## src/rtl/fetch_stage.sv

```systemverilog
// Instruction fetch stage with IF/ID pipeline register, stall hold buffer and redirect handling.
// Optional macro FETCH_PERF_CNT_EN adds fetched/squashed performance counters.
module fetch_stage #(
    parameter logic [31:0] RESET_PC = 32'h0000_0000
) (
    input  logic        clk,
    input  logic        rst_n,
    input  logic        stall,
    input  logic        flush,
    input  logic        jump,
    input  logic        jump_reg,
    input  logic        branch_taken,
    input  logic [31:0] branch_target,
    input  logic [31:0] reg_target,
    output logic        imem_req,
    output logic [31:0] imem_addr,
    input  logic        imem_ack,
    input  logic [31:0] imem_rdata,
    output logic [31:0] if_id_instr,
    output logic [31:0] if_id_pc4,
    output logic        if_id_valid,
    output logic [5:0]  opcode
`ifdef FETCH_PERF_CNT_EN
    ,
    output logic [31:0] perf_fetched,
    output logic [31:0] perf_squashed
`endif
);

    typedef enum logic [1:0] {S_FETCH, S_HOLD, S_DROP} state_t;

    state_t      r_state;
    logic [31:0] r_pc;
    logic [31:0] r_req_addr;
    logic [31:0] r_buf;
    logic [31:0] r_buf_pc4;
    logic [31:0] r_if_instr;
    logic [31:0] r_if_pc4;
    logic        r_if_valid;

    logic        w_redirect;
    logic [31:0] w_target;
    logic [31:0] w_target_al;
    logic [31:0] w_pc4;

    assign w_redirect  = jump_reg | branch_taken | jump;
    assign w_target    = jump_reg     ? reg_target :
                         branch_taken ? branch_target :
                                        {r_if_pc4[31:28], r_if_instr[25:0], 2'b00};
    assign w_target_al = w_target & 32'hFFFF_FFFC;
    assign w_pc4       = r_pc + 32'd4;

    // Request path depends only on state and registers, never on imem_ack.
    assign imem_req    = rst_n && (r_state != S_HOLD);
    assign imem_addr   = (r_state == S_DROP) ? r_req_addr : r_pc;

    assign if_id_instr = r_if_instr;
    assign if_id_pc4   = r_if_pc4;
    assign if_id_valid = r_if_valid;
    assign opcode      = r_if_valid ? r_if_instr[31:26] : 6'b000000;

    always_ff @(posedge clk) begin
        if (!rst_n) begin
            r_state    <= S_FETCH;
            r_pc       <= RESET_PC & 32'hFFFF_FFFC;
            r_req_addr <= RESET_PC & 32'hFFFF_FFFC;
            r_buf      <= 32'd0;
            r_buf_pc4  <= 32'd0;
            r_if_instr <= 32'd0;
            r_if_pc4   <= 32'd0;
            r_if_valid <= 1'b0;
        end else begin
            case (r_state)
                S_FETCH: begin
                    if (w_redirect) begin
                        r_pc       <= w_target_al;
                        r_if_valid <= 1'b0;
                        if (!imem_ack) begin
                            // Request already issued: keep its address until the ack drains it.
                            r_req_addr <= r_pc;
                            r_state    <= S_DROP;
                        end
                    end else if (imem_ack) begin
                        r_pc <= w_pc4;
                        if (stall || flush) begin
                            r_buf     <= imem_rdata;
                            r_buf_pc4 <= w_pc4;
                            r_state   <= S_HOLD;
                            if (flush) r_if_valid <= 1'b0;
                        end else begin
                            r_if_instr <= imem_rdata;
                            r_if_pc4   <= w_pc4;
                            r_if_valid <= 1'b1;
                        end
                    end else if (flush || !stall) begin
                        r_if_valid <= 1'b0;
                    end
                end
                S_HOLD: begin
                    if (w_redirect) begin
                        r_pc       <= w_target_al;
                        r_if_valid <= 1'b0;
                        r_state    <= S_FETCH;
                    end else if (flush) begin
                        r_if_valid <= 1'b0;
                    end else if (!stall) begin
                        r_if_instr <= r_buf;
                        r_if_pc4   <= r_buf_pc4;
                        r_if_valid <= 1'b1;
                        r_state    <= S_FETCH;
                    end
                end
                S_DROP: begin
                    if (w_redirect) r_pc <= w_target_al;
                    if (flush)      r_if_valid <= 1'b0;
                    if (imem_ack)   r_state <= S_FETCH;
                end
                default: r_state <= S_FETCH;
            endcase
        end
    end

`ifdef FETCH_PERF_CNT_EN
    logic        w_ev_fetch;
    logic        w_ev_squash;
    logic [31:0] r_perf_fetched;
    logic [31:0] r_perf_squashed;

    assign w_ev_fetch  = ((r_state == S_FETCH) && imem_ack && !w_redirect && !stall && !flush) ||
                         ((r_state == S_HOLD) && !w_redirect && !flush && !stall);
    assign w_ev_squash = ((r_state == S_FETCH) && imem_ack && w_redirect) ||
                         ((r_state == S_HOLD) && w_redirect) ||
                         ((r_state == S_DROP) && imem_ack);

    always_ff @(posedge clk) begin
        if (!rst_n) begin
            r_perf_fetched  <= 32'd0;
            r_perf_squashed <= 32'd0;
        end else begin
            if (w_ev_fetch)  r_perf_fetched  <= r_perf_fetched + 32'd1;
            if (w_ev_squash) r_perf_squashed <= r_perf_squashed + 32'd1;
        end
    end

    assign perf_fetched  = r_perf_fetched;
    assign perf_squashed = r_perf_squashed;
`endif

endmodule

```

## config.mk

```make
export PLATFORM = sky130hd
export DESIGN_NAME = fetch_stage
export DESIGN_NICKNAME = d
export VERILOG_FILES = /design/src/rtl/fetch_stage.sv
export SDC_FILE = /design/constraint.sdc
export NUM_CORES = 1
export LEC_CHECK = 0
export ABC_AREA = 1
export ABC_CLOCK_PERIOD_IN_PS = 1800
export BUFFER_PORTS_ARGS = -buffer_cell sky130_fd_sc_hd__buf_2
export CAP_MARGIN = 15
export CORE_UTILIZATION = 29
export DETAILED_ROUTE_END_ITERATION = 10
export PLACE_DENSITY = 0.59
export SYNTH_ARGS = -nofsm -noshare
export SYNTH_HDL_FRONTEND = slang
export SYNTH_SLANG_ARGS = --single-unit
```

## constraint.sdc

```tcl
create_clock -name clk -period 1.8 [get_ports clk]
set_input_delay 0.45 -clock clk [delete_from_list [all_inputs] [get_ports clk]]
set_output_delay 0.45 -clock clk [all_outputs]
set_load 0.01 [all_outputs]
```

# Yosys cells after proc, flatten, opt, wreduce, memory -nomap -nowiden
# Index checks and enable logic that the tools add are counted.
# classes
add_sub_neg	1
eq_ne	18
n_mux	40
n_bitwise	4
n_reduce_logical	15
# ops
cell	count
$mux W32	18
$pmux W32 S2	3
$add A32 B3 Y32 const B	1
$mux W2	8
$ne A3 B3 Y1 const B	5
$ne A2 B2 Y1 const B	7
$reduce_and A3 Y1	3
$mux W1	8
$ne A4 B4 Y1 const B	2
$reduce_and A7 Y1	1
$mux W6	1
$pmux W2 S3	1
$reduce_and A6 Y1	1
$ne A2 B1 Y1 const B	2
$reduce_and A4 Y1	1
$reduce_bool A2 Y1	2
$pmux W1 S3	1
$reduce_bool A3 Y1	1
$eq A2 B1 Y1 const B	1
$eq A2 B2 Y1 const B	1
$logic_not A2 Y1	1
$logic_or A1 B1 Y1	2
$not A1 Y1	2
$or A1 B1 Y1	2
other kinds (3)	3
# word_totals
register_bits	195
in_bits	104
out_inout_bits	104
wordCells	86

# Logic depth before layout (Yosys ltp)
# Gate-level depths: netlist of run 1.
# depth
ltp_word	6
ltp_mapped	11
depth_no_buf	11

# Worst setup path before layout of run 1
# OpenSTA, ideal clock, no wires.
# synth_path
path_type	flip-flop to output port
startpoint	register r_state[0]
endpoint	output imem_addr[11]
arrival_time_ns	1.266
t_required_ns	1.350
setup_slack_ns	0.084
path_stages_with_launch	8
n_path_buf	2
path_cell_list	dfxtp_1 inv_1 ha_1 clkbuf_1 inv_1 clkbuf_1 nand2_1 o21ai_0
# synth_between
elab_chain_cells	2
# synth_lines
item	line_no	rtl
start, declared	32	state_t r_state;
start signal, assigned	64	r_state <= S_FETCH;
start signal, assigned	81	r_state <= S_DROP;
start signal, assigned	88	r_state <= S_HOLD;
$eq A2 B2 Y1	55	assign imem_addr = (r_state == S_DROP) ? r_req_addr : r_pc;
$mux W32	55	
end, declared	16	output logic [31:0] imem_addr,
# No other way between the ends.

# Final worst setup path of run 1
# layout_path
startpoint	register r_state[0]
endpoint	output imem_addr[16]
# Same word-level chain as after synthesis.

==> impl_metrics.toml, run 1 <==
[worst_hold_path]
hold_class = "input pin to flop"

[floorplanning]
num_rows = 65
top_level_ports = 208
die_h_um = 182.2
core_sq_um = 31720
dieArea_sq_um = 33200
die_width_um = 182.2
initial_core_util_pct = 29.70

[critical_path]
critPathLaunchType = "flop"
crit_required_ps = 1350
crit_fanout = 5
critPathCaptureType = "primary output"
crit_arrival_ps = 1550
path_class = "flop to primary output"

[finish]
fillers = 3316
fin_nets = 1832
regArea_sq_um = 3750
postLayoutCoreUtil_pct = 42.07
area_growth_pct = 41.67
multi_input_area_sq_um = 5246
drive_gt1_share_pct = 28.74
design_area_sq_um = 13340

[clocking]
clockBufferDepth = 2
cts_buffers = 17
cts_root_buffer = "clkbuf_16"
ctsHoldBuffers = 0
h-tree-depth = 4
clock-sinks = 187
cts_tree = "built"
clkLatencyLatePin_ps = 440
clkTransAtPathRegs_ps = 70

[global_route]
antenna_found_initial = 2
grt_pass1_vias = 9492
grt.total_usage_pct = 19.80
overflow = 0
grt_max_degree = 79
grt_pass1_wl_um = 51470

[logic_synthesis]
synth_area_leader_cell = "dfxtp_1"
syn-instance-count = 1461
yosysUniqueCellTypes = 31
ys_async_sr_fraction_pct = 0
synth_seq_cells = 187
synth_top_family_by_area = "simple AND/OR/NAND/NOR gates"
synth_ff_type = "dfxtp_1"
synth-compound-area-share_pct = 23.65
yosysSeqAreaShare_pct = 39.74
synthMuxAreaShare_pct = 0.4251
synthXorXnorAreaFrac_pct = 1.395
synthTopCellsByArea = "dfxtp_1, o21ai_0, nand2_1"
synth-adder-area-share_pct = 0.6642
syn_area_per_cell_sq_um = 6.447
synth_edf_count = 0
synth_area_sq_um = 9419
yosys.area_share.simple_pct = 23.92
yosysWarnings = 0
synth_common_cells = "nand2_1, o21ai_0, nor2_1, dfxtp_1, a21oi_1"
synthMostInstantiatedCell = "nand2_1"
netlist.area_leader.share_pct = 39.74

[route]
drt_first_pass_iters = 6
drtIter0Drc = 824
finalWirelength_um = 35520
vias = 10418
drc = 0
vias_per_cell = 4.866
detail_route.wl_per_cell_um = 16.59
ant_nets = 0

[timing]
setup-violations-final = 31
grt_setup_unrepaired = "true"
fmax_mhz = 498.9
finalSetupTns_ps = -5364
min_period_ps = 2005
skew_ps = 11.44
period_share_pct = 111.4
setup_ws_ps = -204.6
hold_violations = 0
report.final.slew_viol_count = 0

[pwr]
power_mw = 14.15
p_leak_nw = 6.127
power.density_nw_per_um2 = 1061
peakVddDrop_mv = 0.6159

[placement]
dpl_cell_area_sq_um = 11500
dp_hpwl_um = 24220
globalplace.congestion = 0.9294
dp_worst_setup_slack_ps = -86.58
io_buffer_count = 199

[flow_run]
max_cap_viol_count = 0

[status]
outcome = "finished with violations"
violations = "negative setup slack"
==> critical path, cell delays in order (launching register included) <==
cell,delay [ps]
dfxtp_2,330
inv_2,70
ha_4,230
inv_6,70
clkbuf_16,160
o21ai_2,110
buf_2,150
==> cell usage in the layout (no fill, tap or decap), types with 4 or more instances in the layout <==
| cell | Yosys | routed |
|---|---|---|
| clkinvlp_4 | 0 | 5 |
| a21oi_1 | 159 | 153 |
| mux2i_1 | 4 | 4 |
| inv_2 | 4 | 5 |
| o21ai_0 | 269 | 183 |
| inv_6 | 0 | 4 |
| clkbuf_16 | 0 | 33 |
| nand2_1 | 304 | 293 |
| inv_1 | 122 | 117 |
| o21ai_2 | 0 | 48 |
| nand3_1 | 28 | 27 |
| nand2_2 | 1 | 9 |
| nand4_1 | 4 | 4 |
| nor2_1 | 234 | 208 |
| dfxtp_1 | 187 | 184 |
| buf_2 | 14 | 193 |
| nand2_4 | 1 | 4 |
| xor2_1 | 14 | 5 |
| nor2_2 | 1 | 21 |
| conb_1 | 1 | 4 |
| buf_6 | 7 | 20 |
| nor2_4 | 2 | 8 |
| a21oi_2 | 0 | 5 |
| xor2_2 | 0 | 8 |
| buf_4 | 7 | 88 |
| o21ai_1 | 10 | 45 |
| buf_12 | 0 | 18 |
==> where the power goes <==
part           total, mW  leakage [nW]  switching, mW  internal (mW)
Sequential          5.00          1.52          0.399           4.60
Clock               3.83         0.276           1.74           2.09
Combinational       5.33          4.33           3.11           2.22
Total               14.2          6.13           5.24           8.91
==> worst paths after layout <==
path / startpoint / endpoint / slack [ps] / depth (start not counted)
setup / recovery: r_state[0] / imem_addr[16] / -200 / 6
hold / removal: imem_rdata[24] / r_buf[24] / 240 / 3
setup reg to reg: r_state[0] / r_buf_pc4[21] / 0 / 14
hold reg to reg: r_req_addr[20] / r_req_addr[20] / 440 / 2
==> cell type report <==
cell class	instances	area share, %
clock inverters	13	1.050
inverters	128	3.854
diodes	3	0.05626
flip-flops and latches	187	28.10
well taps	402	3.769
multi-input cells	1048	39.32
clock buffers	19	3.319
repair buffers	341	20.53
==> sequential cells by signal (all words and copies together) (netlist names) <==
| signal | flops |
|---|---|
| r_buf_pc4 | 30 |
| r_req_addr | 30 |
| r_pc | 30 |
| if_id_valid | 1 |
| if_id_pc4 | 30 |
| r_buf | 32 |
| r_state | 2 |
| if_id_instr | 32 |
==> metal layers <==
| metal | vias up | track usage [%] | part of all wire (%) |
|---|---|---|---|
| met5 | - | 0 | 0 |
| met4 | 0 | 8.471 | 3.3 |
| met3 | 59 | 4.530 | 5.7 |
| met2 | 321 | 31.56 | 47 |
| met1 | 4795 | 25.56 | 44 |
| li1 | 5243 | - | - |
==> stage by stage <==
step / cells / hold slack [ps]
6_report: 2141 / 241.6
5_1_grt: 2138 / 264.7
4_1_cts: 2111 / 234.1
3_5_place_dp: 2075 / 434.7
3_3_place_gp: 2075 / 430.7
2_1_floorplan: 1464 / 423.9
==> cells by family (layout without fill, tap and decap cells) <==
logic type,Yosys count,in the layout
adders and majority gates,5,5
DFF,187,187
other,1,7
AOI/OAI and AO/OA,443,443
buffers and inverters,229,501
xor gates and xnor gates,15,15
and+or+nand+nor,577,577
muxes,4,4
==> timing repair <==
item	4_1_cts	5_1_grt
setup buffers	2	8
endpoints found under the setup margin	46	151
pin swaps	5	17
cloned	2	21
gates resized for setup	103	163
Note: power is estimated with default switching activity, not from simulation.
==> run 2: changes to the inputs <==
--- a/config.mk
+++ b/config.mk
@@ -9,6 +9,7 @@
 export ABC_CLOCK_PERIOD_IN_PS = 1800
 export BUFFER_PORTS_ARGS = -buffer_cell sky130_fd_sc_hd__buf_2
 export CAP_MARGIN = 15
+export CORE_ASPECT_RATIO = 2
 export CORE_UTILIZATION = 29
 export DETAILED_ROUTE_END_ITERATION = 10
 export PLACE_DENSITY = 0.59
==> run 2 against run 1 <==
Effect of this change: the flow still finishes with violations (negative setup slack); count of clock-buffer cells in the layout decreased by 2; wire length increased by 24%; sequential power about the same; via count increased by 8.9%; final area increased by 14%.
==> impl_metrics.toml, run 2 (same netlist as run 1, synthesis figures left out) <==
[worst_hold_path]
holdPathEnd = "r_buf[5]"
hold_class = "input pin to flop"
holdCritStartpoint = "imem_rdata[5]"
holdPathStages = 3

[timing]
fmax_mhz = 480.6
finalSetupTns_ps = -32540
min_period_ps = 2081
skew_ps = 11.56
grt_setup_unrepaired = "true"
relSlewSlack_pct = 49.30
worstMarginPinSlew_ps = 760.5
period_share_pct = 115.6
report.final.slew_viol_count = 0
setup_ws_ps = -280.6
setup-violations-final = 182
hold_violations = 0

[placement]
dp_hpwl_um = 25200
io_buffer_count = 199
globalplace.congestion = 0.8885
dp.cells = 2110
dpl_cell_area_sq_um = 11580

[critical_path]
path_class = "flop to primary output"
r2r_start = "r_state[0]"
crit_required_ps = 1350
crit_fanout = 5
r2r_end = "r_buf[11]"
reg2regPathDepth = 16
ff2ff_setup_slack_ps = -260
crit_arrival_ps = 1630
critPathLaunchType = "flop"
critPathCaptureType = "primary output"

[finish]
fin_nets = 1893
drive_gt1_share_pct = 37.45
fin_cells = 2227
final_common_cell = "nand2_1"
area_growth_pct = 60.88
postLayoutCoreUtil_pct = 47.18
final_cell_mix = "nand2_1, buf_2, dfxtp_1"
design_area_sq_um = 15150

[floorplanning]
die_h_um = 256.9
num_rows = 93
initial_core_util_pct = 29.33
core_sq_um = 32120
dieArea_sq_um = 33250
die_width_um = 129.4
top_level_ports = 208

[global_route]
overflow = 0
use_met1_pct = 24.41
grt_pass1_wl_um = 59370
grt.total_usage_pct = 23.82
antenna_found_initial = 3
grt_max_degree = 141
gr-usage-met3_pct = 3.576
grt_pass1_vias = 10504
grt_most_used_layer = "met2"
grt_use_met2_pct = 43.03

[pwr]
clock_power_share_pct = 25.0
internal_power_mw = 9.567
combPwrFrac_pct = 43.3
p_sw_share_pct = 39.35
p_leak_nw = 6.783
seqPwrFrac_pct = 31.7
peakVddDrop_mv = 0.6024
p_sw_mw = 6.208
power.density_nw_per_um2 = 1041

[status]
outcome = "finished with violations"
violations = "negative setup slack"

[clocking]
clkTransAtPathRegs_ps = 80
clock-sinks = 187
cts_buffers = 17
cts_root_buffer = "clkbuf_16"
ctsHoldBuffers = 0
clkLatencyLatePin_ps = 450
h-tree-depth = 4
cts_tree = "built"
clockBufferDepth = 2

[route]
vias_per_cell = 5.094
finalWirelength_um = 44190
drt_first_pass_iters = 5
detail_route.wl_per_cell_um = 19.84
drc = 0
drtIter0Drc = 635
vias = 11344
ant_nets = 0

[flow_run]
max_cap_viol_count = 0
-- run 2: how the worst max path moves through the flow --
stage / start / to / slack [ps] / depth (start not counted)
5_1_grt: r_state[0] / r_pc[6] / -330 / 14
6_report: r_state[0] / imem_addr[9] / -280 / 6
2_1_floorplan: r_state[0] / imem_addr[11] / 80 / 7
4_1_cts: r_state[0] / imem_addr[11] / -290 / 8
3_5_place_dp: branch_taken / r_pc[21] / -100 / 9
3_3_place_gp: branch_taken / r_pc[21] / -130 / 9
-- run 2: stage by stage --
stage               worst slack (ps)  power [mW]  hold WS (ps)
floorplan                      84.28       7.215         423.9
global placement              -128.5       9.325         430.5
detailed placement            -97.58       9.387         436.4
CTS                           -287.4       14.51         216.1
global route                  -325.5       16.39         252.9
finish                        -280.6       15.78         247.2
-- run 2: final cells by class --
class / instances / area (sq um)
sequential: 187 / 3751
clock inverter: 15 / 177.7
multi-input combinational: 1048 / 5903
inverter: 128 / 530.5
clock buffer: 17 / 425.4
fill: 3155 / 16960
tap: 427 / 534.3
timing repair buffer: 401 / 3812
timing repair inverter: 1 / 11.26
antenna: 3 / 7.507
-- run 2: repair_timing --
action,in CTS,in global routing
cloned,21,26
gates resized for setup,296,256
endpoints found under the setup margin,151,217
buffers inserted,26,16
pin swaps,34,66
-- run 2: critical path: stages (launching register included) --
cell and delay [ps]:
dfxtp_2 340, inv_2 50, ha_4 190, buf_12 150
buf_16 150, o21ai_4 170, buf_6 130
-- run 2: power groups by stage --
stage	Clock [mW]	Combinational, mW	Sequential, mW
global route	4.12	7.21	5.05
CTS	3.98	5.57	4.96
detailed placement	0	4.35	5.04
floorplan	0	2.21	5.01
global placement	0	4.30	5.02
finish	3.95	6.83	5.00
-- run 2: metal layers --
metal / vias up / wire [um]
met4: 0 / 4254
met2: 468 / 22810
met1: 5331 / 14830
met5: - / 0
li1: 5372 / -
met3: 173 / 2288
==> run 3: changes to the inputs <==
==> config.mk (replaced) <==
export PLATFORM = sky130hd
export DESIGN_NAME = fetch_stage
export DESIGN_NICKNAME = d
export VERILOG_FILES = /design/src/rtl/fetch_stage.sv
export SDC_FILE = /design/constraint.sdc
export NUM_CORES = 1
export LEC_CHECK = 0
export ABC_CLOCK_PERIOD_IN_PS = 1800
export BUFFER_PORTS_ARGS = -buffer_cell sky130_fd_sc_hd__buf_2
export CAP_MARGIN = 15
export CORE_ASPECT_RATIO = 2
export CORE_UTILIZATION = 50
export DETAILED_ROUTE_END_ITERATION = 10
export PLACE_DENSITY = 0.86
export SYNTH_ARGS = -nofsm -noshare
export SYNTH_HDL_FRONTEND = slang
export SYNTH_SLANG_ARGS = --single-unit
==> run 3 against run 2 <==
Effect of this change: the run now fails in global routing (5_1_grt); area after synthesis grew 1.4%; synthesized cell count is 19% lower.
==> impl_metrics.toml, run 3 <==
[logic_synthesis]
yosysSeqAreaShare_pct = 39.20
synth_common_cells = "nand2_1, dfxtp_1, a21oi_1, nor2_1, clkbuf_1"
synth_ff_type = "dfxtp_1"
synth_area_leader_cell = "dfxtp_1"
synth_seq_cells = 187
syn-instance-count = 1183
synth_area_sq_um = 9549
synthMostInstantiatedCell = "nand2_1"
ys_async_sr_fraction_pct = 0
synth_edf_count = 0
yosysUniqueCellTypes = 62
synthTopCellsByArea = "dfxtp_1, nand2_1, mux2i_1"
yosysWarnings = 0
netlist.area_leader.share_pct = 39.20
syn_area_per_cell_sq_um = 8.072

[placement]
globalplace.congestion = 0.9354
io_buffer_count = 199
dpl_cell_area_sq_um = 11850
dp_hpwl_um = 22260
dp_worst_setup_slack_ps = -387.4

[clocking]
clockBufferDepth = 2
cts_root_buffer = "clkbuf_16"
cts_buffers = 17
clock-sinks = 187
h-tree-depth = 4

[global_route]
grt.total_usage_pct = 67.42
overflow = 3
grt_max_degree = 82

[floorplanning]
initial_core_util_pct = 50.94
num_rows = 71
top_level_ports = 208
die_h_um = 197.4
die_width_um = 99.72

[status]
outcome = "did not finish"
stop_stage = "global routing (5_1_grt)"
firstError = "[ERROR GRT-0232] Routing congestion too high. Check the congestion heatmap in the GUI."

[timing]
worst-ep-kind = "top-level output"
crit_endpoint = "imem_addr[4]"
[run 3: stage by stage]
step	std cells	hold WS (ps)
floorplan	1186	432.9
detailed placement	1681	446.4
global placement	1681	437.6
CTS	1755	233.6
[run 3: timing repair]
action,4_1_cts
endpoints found under the setup margin,91
pin swaps,58
gates resized for setup,169
setup buffers,32
hold buffers,0
cloned,12
[run 3: routing by layer]
layer  track usage [%]  overflow
met5             4.244         0
met4             72.71         2
met3             42.39         0
met2             90.40         1
met1             66.27         0
[run 3: cell families after synthesis]
family | count (synthesis) | share of synthesized area [%]
other cells | 1 | 0.03927
buf+inv | 122 | 5.870
fa+ha+maj | 5 | 0.6551
mux | 100 | 10.89
compound gates | 294 | 18.87
xor+xnor | 21 | 1.926
flops | 187 | 39.20
simple gates | 453 | 22.55
==> run 4: changes to the inputs <==
==> config.mk (replaced) <==
export PLATFORM = sky130hd
export DESIGN_NAME = fetch_stage
export DESIGN_NICKNAME = d
export VERILOG_FILES = /design/src/rtl/fetch_stage.sv
export SDC_FILE = /design/constraint.sdc
export NUM_CORES = 1
export LEC_CHECK = 0
export ABC_CLOCK_PERIOD_IN_PS = 2350
export BUFFER_PORTS_ARGS = -buffer_cell sky130_fd_sc_hd__buf_2
export CAP_MARGIN = 15
export CORE_UTILIZATION = 35
export DETAILED_ROUTE_END_ITERATION = 10
export PLACE_DENSITY_LB_ADDON = 0.15
export SYNTH_ARGS = -nofsm -noshare
export SYNTH_HDL_FRONTEND = slang
export SYNTH_SLANG_ARGS = --single-unit
==> constraint.sdc (replaced) <==
create_clock -name clk -period 2.35 [get_ports clk]
set_input_delay 0.5875 -clock clk [delete_from_list [all_inputs] [get_ports clk]]
set_output_delay 0.5875 -clock clk [all_outputs]
set_load 0.01 [all_outputs]
==> run 4 against run 3 <==
Effect of this change: the flow now finishes, with violations (negative setup slack); area after synthesis unchanged; synthesized cell count unchanged.
==> impl_metrics.toml, run 4 <==
[timing]
grt_setup_unrepaired = "true"
relSlewSlack_pct = 51.34
min_period_ps = 2408
fmax_mhz = 415.3
skew_ps = 10.60
hold_violations = 0
finalSetupTns_ps = -117.6
report.final.slew_viol_count = 0
setup_ws_ps = -57.68
holdWs_ps = 386.2
worstMarginPinSlew_ps = 730.0
setup-violations-final = 9
period_share_pct = 102.5

[clocking]
clock-sinks = 187
cts_buffers = 17
clkTransAtPathRegs_ps = 80
h-tree-depth = 4
cts_tree = "built"
clkLatencyLatePin_ps = 440
cts_root_buffer = "clkbuf_16"
clockBufferDepth = 2
ctsHoldBuffers = 0

[route]
drc = 0
vias = 9052
drtIter0Drc = 626
drt_first_pass_iters = 5
ant_nets = 0
finalWirelength_um = 31120
vias_per_cell = 5.241
detail_route.wl_per_cell_um = 18.02

[pwr]
p_sw_mw = 2.181
peakVddDrop_mv = 0.3713
power.density_nw_per_um2 = 629.0
p_sw_share_pct = 28.53
seqPwrFrac_pct = 44.2
clock_power_share_pct = 38.8
combPwrFrac_pct = 17.0
p_leak_nw = 4.800
power_mw = 7.645
internal_power_mw = 5.464

[finish]
drive_gt1_share_pct = 27.23
final_common_cell = "nand2_1"
fin_nets = 1479
fin_cells = 1727
design_area_sq_um = 12150
final_cell_mix = "nand2_1, dfxtp_1, buf_2"
area_growth_pct = 27.28

[status]
violations = "negative setup slack"
outcome = "finished with violations"

[logic_synthesis]
yosysWarnings = 0
synth_common_cells = "nand2_1, dfxtp_1, a21oi_1, nor2_1, clkbuf_1"
synth_area_sq_um = 9549
synth_edf_count = 0
yosysSeqAreaShare_pct = 39.20
synth_ff_type = "dfxtp_1"
netlist.area_leader.share_pct = 39.20
syn-instance-count = 1183
synthTopCellsByArea = "dfxtp_1, nand2_1, mux2i_1"
synth_area_leader_cell = "dfxtp_1"
yosysUniqueCellTypes = 62
ys_async_sr_fraction_pct = 0
synth_seq_cells = 187
synthMostInstantiatedCell = "nand2_1"
syn_area_per_cell_sq_um = 8.072

[global_route]
overflow = 0
antenna_found_initial = 4
grt_pass1_wl_um = 48710
grt_pass1_vias = 8365
grt.total_usage_pct = 22.33
grt_max_degree = 145

[critical_path]
critPathBufInv = 3
ff2ff_setup_slack_ps = 200
path_class = "flop to primary output"
critPathSlowestCell = "mux2_2"
critPathTopFamily = "buffers and inverters"
crit_cells = 5
slowest_delay_ps = 380
crit_fanout = 5
path_cells = "buf_6, ha_4, buf_4, mux2_2, buf_2"
reg2regPathDepth = 7
critPathCaptureType = "primary output"
r2r_end = "if_id_pc4[20]"
critPathLaunchType = "flop"
crit_required_ps = 1760
crit_arrival_ps = 1820
r2r_start = "r_pc[2]"

[placement]
globalplace.congestion = 0.8359
dp.cells = 1688
dp_hpwl_um = 21530
dpl_cell_area_sq_um = 11210
io_buffer_count = 199

[worst_hold_path]
holdCritStartpoint = "imem_rdata[16]"
holdPathEnd = "r_buf[16]"
holdPathStages = 3
hold_class = "input pin to flop"

[floorplanning]
top_level_ports = 208
initial_core_util_pct = 35.53
core_sq_um = 26880
die_width_um = 167.2
dieArea_sq_um = 27950
die_h_um = 167.2
num_rows = 60

[flow_run]
max_cap_viol_count = 0
-- run 4: cell counts after synthesis --
Identical to the previous run, type by type.
-- run 4: per-layer routing --
metal  wire length [um]  global-route usage [%]
met1              15400                   32.32
met2              13650                   33.45
met3               1726                   4.680
met4                334                   5.824
met5                 13                       0
-- run 4: how the worst max path moves through the flow --
| stage | startpoint | end |
|---|---|---|
| finish | r_state[1] | imem_addr[31] |
| global route | r_state[1] | imem_addr[31] |
| CTS | r_state[1] | imem_addr[15] |
| detailed placement | branch_taken | r_pc[26] |
| global placement | branch_taken | r_pc[26] |
| floorplan | branch_taken | r_buf[21] |
-- run 4: final cells by class --
cell class | instances | area, sq um
Timing Repair Buffer | 280 | 1968
Fill cell | 2708 | 14720
Sequential cell | 187 | 3745
Tap cell | 341 | 426.7
Clock buffer | 18 | 439.2
Clock inverter | 12 | 138.9
Antenna cell | 5 | 12.51
Inverter | 7 | 28.78
Multi-Input combinational cell | 877 | 5395
-- run 4: metrics by stage --
stage	util [%]	worst slack [ps]
2_1_floorplan	-	120.3
3_3_place_gp	41.71	-6.448
3_5_place_dp	41.71	-33.82
4_1_cts	44.18	-74.76
5_1_grt	45.20	-95.18
6_report	45.22	-57.68
-- run 4: logic make-up (layout without fill, tap and decap cells) --
logic type	count (synthesis)	in the layout	synth area share, %
compound gates	294	294	18.87
xor+xnor	21	21	1.926
fa+ha+maj	5	5	0.6551
buf+inv	122	317	5.870
flops	187	187	39.20
mux	100	100	10.89
other cells	1	9	0.03927
simple gates	453	453	22.55
-- run 4: repair_timing --
action | 4_1_cts | 5_1_grt
gates cloned | 2 | 1
pin swaps | 0 | 1
hold endpoints to repair | 0 | 0
buffers inserted | 1 | 0
resized for setup | 8 | 50
endpoints found under the setup margin | 30 | 39
-- run 4: worst register-to-register path: cells and delay by family, from the launching register on --
family	cells	cell delay (ps)
fa+ha+maj	1	260
flops	1	340
simple gates	2	710
compound gates	3	500
buf+inv	1	210
-- run 4: power by group through the flow --
stage / Clock, mW / Sequential (mW) / Combinational [mW]
after global placement: 0 / 3.44 / 1.15
final: 2.97 / 3.38 / 1.30
after floorplan: 0 / 3.42 / 0.696
after detailed placement: 0 / 3.45 / 1.16
after global routing: 3.14 / 3.39 / 1.41
after CTS: 3.02 / 3.37 / 1.20
